### src/rtl/pwm_gen.sv
// PWM generator fed by the APB register block (MEM0 = period, MEM1 = duty), pclk domain.
// Optional dead-time complementary output when PWM_DEADTIME_EN is defined.
module pwm_gen #(
  parameter int W        = 16,
  parameter int DEAD_CYC = 2
) (
  input  logic         pclk,
  input  logic         rsn,
  input  logic [W-1:0] MEM0,
  input  logic [W-1:0] MEM1,
  input  logic         pwm_en,
  output logic         pwm_out,
`ifdef PWM_DEADTIME_EN
  output logic         pwm_out_n,
`endif
  output logic         period_end
);

  logic [W-1:0] cnt;
  logic [W-1:0] per_sh;
  logic [W-1:0] duty_sh;
  logic         raw;
  logic         wrap;

  always_comb begin
    raw  = (cnt < duty_sh);
    wrap = (cnt == per_sh);
  end

  // Shadows follow MEM0/MEM1 while idle and reload only at wrap while running.
  always_ff @(posedge pclk) begin
    if (!rsn) begin
      cnt        <= '0;
      per_sh     <= '0;
      duty_sh    <= '0;
      period_end <= 1'b0;
    end else if (!pwm_en) begin
      cnt        <= '0;
      per_sh     <= MEM0;
      duty_sh    <= MEM1;
      period_end <= 1'b0;
    end else if (wrap) begin
      cnt        <= '0;
      per_sh     <= MEM0;
      duty_sh    <= MEM1;
      period_end <= 1'b1;
    end else begin
      cnt        <= cnt + 1'b1;
      period_end <= 1'b0;
    end
  end

`ifdef PWM_DEADTIME_EN
  localparam logic [7:0] DC = 8'(DEAD_CYC);

  logic       raw_q;
  logic       run;
  logic [7:0] dcnt;
  logic [7:0] dcnt_nxt;

  // dcnt is the saturating age of the current raw phase; a phase starts at
  // every raw edge and also on the first enabled cycle.
  always_comb begin
    dcnt_nxt = '0;
    if (run && (raw == raw_q)) begin
      dcnt_nxt = (dcnt == DC) ? DC : dcnt + 8'd1;
    end
  end

  always_ff @(posedge pclk) begin
    if (!rsn || !pwm_en) begin
      raw_q     <= 1'b0;
      run       <= 1'b0;
      dcnt      <= '0;
      pwm_out   <= 1'b0;
      pwm_out_n <= 1'b0;
    end else begin
      raw_q     <= raw;
      run       <= 1'b1;
      dcnt      <= dcnt_nxt;
      pwm_out   <= raw & (dcnt_nxt == DC);
      pwm_out_n <= ~raw & (dcnt_nxt == DC);
    end
  end
`else
  always_ff @(posedge pclk) begin
    if (!rsn || !pwm_en) begin
      pwm_out <= 1'b0;
    end else begin
      pwm_out <= raw;
    end
  end
`endif

endmodule

### config.mk
export PLATFORM = sky130hd
export DESIGN_NAME = pwm_gen
export DESIGN_NICKNAME = d
export VERILOG_FILES = /design/src/rtl/pwm_gen.sv
export SDC_FILE = /design/constraint.sdc
export NUM_CORES = 1
export LEC_CHECK = 0
export CAP_MARGIN = 20
export CORE_MARGIN = 2
export CORE_UTILIZATION = 35
export CTS_CLUSTER_SIZE = 8
export DETAILED_ROUTE_END_ITERATION = 10
export PLACE_DENSITY = 0.54
export SYNTH_ARGS = -nofsm -noshare
export SYNTH_HDL_FRONTEND = slang
export SYNTH_SLANG_ARGS = --single-unit
### constraint.sdc
create_clock -name pclk -period 2.3 [get_ports pclk]
set_input_delay 0.345 -clock pclk [delete_from_list [all_inputs] [get_ports pclk]]
set_output_delay 0.345 -clock pclk [all_outputs]
set_load 0.01 [all_outputs]
==> impl_metrics.ini, run 1 <==
[sta]
slew_viol_final = 0
slew_headroom = 0.728
hold_viol = 0
tightest_slew_ns = 0.404
rsz0062_at_grt = false
fin_crit_ns = 1.93
fin_ws_ns = 0.371
fin_setup_tns_ns = 0
max_freq_mhz = 518
setup_viol = 0
period_share = 0.839
skew_ns = 0.00971

[flow_run]
timing.max_cap.violations = 0

[setup_path]
r2r_start = cnt[2]
startpoint_type = register
startpoint = cnt[2]
critPathArrivalTime_ns = 2.12
critPathRequiredTime_ns = 2.49
worst-path-max-fanout = 16
crit_type = register to register
end_kind = register

[synthesis]
synth.ff_latch_count = 50
synth_top_area_frac = 0.419
syn_area_per_cell_sq_um = 8.24
yosysWarnings = 0
synth_cell_types = 29
ys_seq_area_frac = 0.419
syn_nets = 341
synth.top_cells.by_area = dfxtp_1 42%, xnor2_1 8.4%, ha_1 8.4%
syn_inst = 290
synth_area_sq_um = 2390
synth_area_leader_cell = dfxtp_1

[outcome]
status = complete, no violations

[clock_network]
cts_root_buffer = clkbuf_8
post_cts_buffers = 0
clock_sinks = 50
clk_latency_ns = 0.31
cts_tree = built
h-tree-depth = 2
cts_hold_buf = 0
ctsLongestPathBuffers = 2
path_clk_slew_ns = 0.09
cts_made_buffers = 5
cts_resized = 0

[pwr]
pwr-share-clk = 0.350
peakVddDrop_mv = 0.232
total_power_uw = 1810
share_comb_of_total_power = 0.132
switchingPower_uw = 431
p_seq_frac = 0.518
p_leak_uw = 0.00107
switching_share = 0.238
p_int_uw = 1380
powerDensity_nw_per_um2 = 615

[place]
placed_area_sq_um = 2830
io_buffers = 36
place.gp.congestion = 0.795
dp_hpwl_um = 3750
dp_slack_ns = 0.373

[drt]
num_vias = 1920
drt-pass1-iter-count = 4
drt_wl_total_um = 5090
avgViaCountPerCell = 4.76
antenna_left = 0
drtIter0Drc = 121
wl_per_cell_um = 12.6
drt_drc_violations_left = 0

[global_route]
grt_pass1_vias = 1829
grt_pass1_wl_um = 8760
antenna_found_initial = 0
grt_use_total = 0.149
grt_overflow = 0
grt_max_degree = 45

[layout]
area_growth_pct = 23.1
post-route-util = 0.438
layout-drive-gt1-share = 0.0464
mostFrequentLayoutCell = dfxtp_1
fin_area_sq_um = 2940
layout_common_cells = 50 x dfxtp_1, 39 x nand2_1, 37 x nand3_1, 35 x clkdlybuf4s50_1, 30 x o21ai_0
insertedDiodeCount = 0
nets = 374

[floorplanning]
rows = 30
initial_core_util = 0.356
core_region_area_sq_um = 6720
io_pins = 37
die_y_um = 86.7
dieArea_sq_um = 7510
dieWidth_um = 86.7

[min_path]
hp-class = register to register
worstHoldStart = duty_sh[11]
==> metal layers <==
metal,part of all wire,global-route usage
met1,0.54,0.212
met4,0.024,0.0611
met5,0,0
met2,0.41,0.215
met3,0.028,0.0371
==> path summary, 6_finish.rpt <==
path | end | slack, ns | cells after the start
min reg2reg | duty_sh[11] | 0.45 | 2
min | duty_sh[11] | 0.45 | 2
max | cnt[11] | 0.37 | 5
max reg2reg | cnt[11] | 0.37 | 5
==> critical path, cell delays in order, from the launching register on <==
cell and delay (ns):
dfxtp_1 0.48, xnor2_1 0.17, nand4_1 0.20, or4_1 0.59, nand3_2 0.29, nor2_1 0.09
==> state kept, by name, indices dropped and copies added, names as in the netlist <==
register    flops
per_sh         16
pwm_out         1
cnt            16
duty_sh        16
period_end      1
==> final cells by class <==
class                   count  area, sq um
clock buffers               6         82.6
clock inverters             1         30.0
fillers                   673         3780
inverters                  17         63.8
multi-input cells         209         1270
flip-flops and latches     50         1000
well taps                  80          100
repair buffers             40          398
==> stage by stage <==
| stage | hold WS, ns | instances |
|---|---|---|
| global placement | 0.441 | 396 |
| CTS | 0.459 | 403 |
| global route | 0.481 | 403 |
| floorplan | 0.428 | 290 |
| finish | 0.454 | 403 |
| detailed placement | 0.445 | 396 |
==> logic make-up (layout without fill, tap and decap cells) <==
family	Yosys count	in the layout	synth area share
compound gates	47	47	0.116
xor+xnor	30	30	0.110
fa+ha+maj	16	16	0.0837
buf+inv	31	64	0.0513
flops	50	50	0.419
simple gates	116	116	0.220
==> synthesized netlist by cell type (all sizes together) <==
| library cell | count |
|---|---|
| a41oi | 1 |
| o2111ai | 1 |
| a21o | 2 |
| nor3 | 2 |
| nand4 | 8 |
| or4 | 1 |
| a211o | 1 |
| inv | 17 |
| a31oi | 1 |
| o21ai | 35 |
| nor2 | 23 |
| or2 | 1 |
| ha | 16 |
| nand2b | 1 |
| a21oi | 4 |
| clkbuf | 10 |
| a211oi | 1 |
| dfxtp | 50 |
| xnor2 | 23 |
| nand3 | 38 |
| and3 | 2 |
| xor2 | 7 |
| nor2b | 1 |
| nand2 | 39 |
| o41ai | 1 |
| buf | 4 |
==> power by group through the flow <==
stage	Combinational [uW]	Clock (uW)	Sequential, uW
global placement	240	0	959
finish	239	633	938
detailed placement	241	0	959
CTS	243	659	939
global route	270	689	945
floorplan	146	0	951
Power figures use the tool's default switching activity.
==> run 2, diff against run 1 <==
==> constraint.sdc (replaced) <==
create_clock -name pclk -period 1.9 [get_ports pclk]
set_input_delay 0.285 -clock pclk [delete_from_list [all_inputs] [get_ports pclk]]
set_output_delay 0.285 -clock pclk [all_outputs]
set_load 0.01 [all_outputs]
==> impl_metrics.ini, run 2 (synthesis results as in run 1) <==
[setup_path]
crit_type = register to register
slowest_stage = or4_4
worst-path-max-fanout = 8
critPathArrivalTime_ns = 2.03
crit_family = simple AND/OR/NAND/NOR gates
critPathRequiredTime_ns = 2.10
cp_cell_sequence = xnor2_1 -> nand4_1 -> or4_4 -> nand3_2 -> nor2_1
path_buf_inv = 0
startpoint_type = register
end_kind = register
crit_path_max_incr_delay_ns = 0.64

[global_route]
antenna_found_initial = 0
grt_overflow = 0
grt_pass1_vias = 1868
grt_max_degree = 65
grt_pass1_wl_um = 8840
grt_use_total = 0.149

[sta]
hold_viol = 0
slew_headroom = 0.677
hold_slack_ns = 0.455
tightest_slew_ns = 0.485
fin_ws_ns = 0.0722
max_freq_mhz = 547
skew_ns = 0.0107
setup_viol = 0
fin_crit_ns = 1.83
period_share = 0.962
slew_viol_final = 0

[flow_run]
timing.max_cap.violations = 0

[drt]
antenna_left = 0
num_vias = 2056
drt_wl_total_um = 5660
wl_per_cell_um = 13.5
drtIter0Drc = 110
avgViaCountPerCell = 4.90
drt_drc_violations_left = 0
drt-pass1-iter-count = 4

[pwr]
peakVddDrop_mv = 0.271
powerDensity_nw_per_um2 = 718
p_leak_uw = 0.00117
total_power_uw = 2230

[floorplanning]
dieArea_sq_um = 7510
core_region_area_sq_um = 6720
io_pins = 37
rows = 30
die_y_um = 86.7
initial_core_util = 0.356
dieWidth_um = 86.7

[layout]
multi_input_area_sq_um = 1290
layout_common_cells = 48 x dfxtp_1, 39 x nand2_1, 37 x nand3_1, 35 x clkdlybuf4s50_1, 30 x o21ai_0
fillers = 669
insertedDiodeCount = 0
layout-drive-gt1-share = 0.103
reg_top3 = cnt (16), duty_sh (16), per_sh (16)
nets = 390
mostFrequentLayoutCell = dfxtp_1
register_area_sq_um = 1000
area_growth_pct = 30.0

[clock_network]
cts_tree = built
cts_made_buffers = 5
cts_hold_buf = 0
h-tree-depth = 2
clock_sinks = 50
clk_latency_ns = 0.31
ctsLongestPathBuffers = 2
path_clk_slew_ns = 0.10
cts_root_buffer = clkbuf_8

[place]
dp_hpwl_um = 3910
dp_slack_ns = 0.0348
place.gp.congestion = 0.774
io_buffers = 36

[outcome]
status = complete, no violations

[min_path]
hp-class = register to register
==> run 2: changes by cell type in the layout (fill, tap and decap cells not counted), sizes merged <==
cell | previous run | this run
nand3 | 38 | 39
inv | 17 | 18
clkinv | 0 | 1
buf | 5 | 19
==> run 2: what timing repair did <==
action	4_1_cts	5_1_grt
pin swaps	0	1
setup buffers	0	1
gates cloned	0	3
setup endpoints to repair	5	48
resized for setup	1	5
==> run 2: final cells by class <==
class | instances | share of cell area
Tap cell | 80 | 0.0322
Clock buffer | 5 | 0.0221
Timing Repair Buffer | 55 | 0.174
Inverter | 17 | 0.0205
Multi-Input combinational cell | 210 | 0.415
Sequential cell | 50 | 0.323
Clock inverter | 3 | 0.0141
==> run 2: path summary, 6_finish.rpt <==
kind / slack (ns) / from / depth (start not counted) / end
setup / recovery: 0.07 / per_sh[3] / 5 / cnt[13]
hold / removal: 0.46 / duty_sh[11] / 2 / duty_sh[11]
setup reg to reg: 0.07 / per_sh[3] / 5 / cnt[13]
hold reg to reg: 0.46 / duty_sh[11] / 2 / duty_sh[11]
==> run 2: power by group <==
| part | switching, uW | total, uW | internal (uW) | leakage [uW] |
|---|---|---|---|---|
| Sequential | 31.6 | 1130 | 1100 | 0.000411 |
| Combinational | 166 | 331 | 166 | 0.000701 |
| Clock | 372 | 767 | 395 | 0.0000585 |
==> run 2: routing by layer <==
metal	vias to the layer above	global-route usage	routed length (um)
met2	25	0.236	2590
met5	-	0	0
met3	4	0.0448	132
li1	1078	-	-
met4	0	0.0313	45
met1	949	0.200	2880
==> run 2: per-stage QoR <==
stage,instance area [sq um],utilization,TNS (ns),std cells
6_report,3110,0.463,0,420
5_1_grt,3110,0.463,-0.00269,420
4_1_cts,3050,0.454,0,416
3_5_place_dp,2930,0.436,0,408
3_3_place_gp,2930,0.436,0,408
2_1_floorplan,2390,-,0,290
==> run 2: worst register-to-register path: cells and delay by family, from the launching register on <==
family	cells	cell delay, ns
XOR/XNOR	1	0.24
flip-flops	1	0.34
AND/OR/NAND/NOR	4	1.16
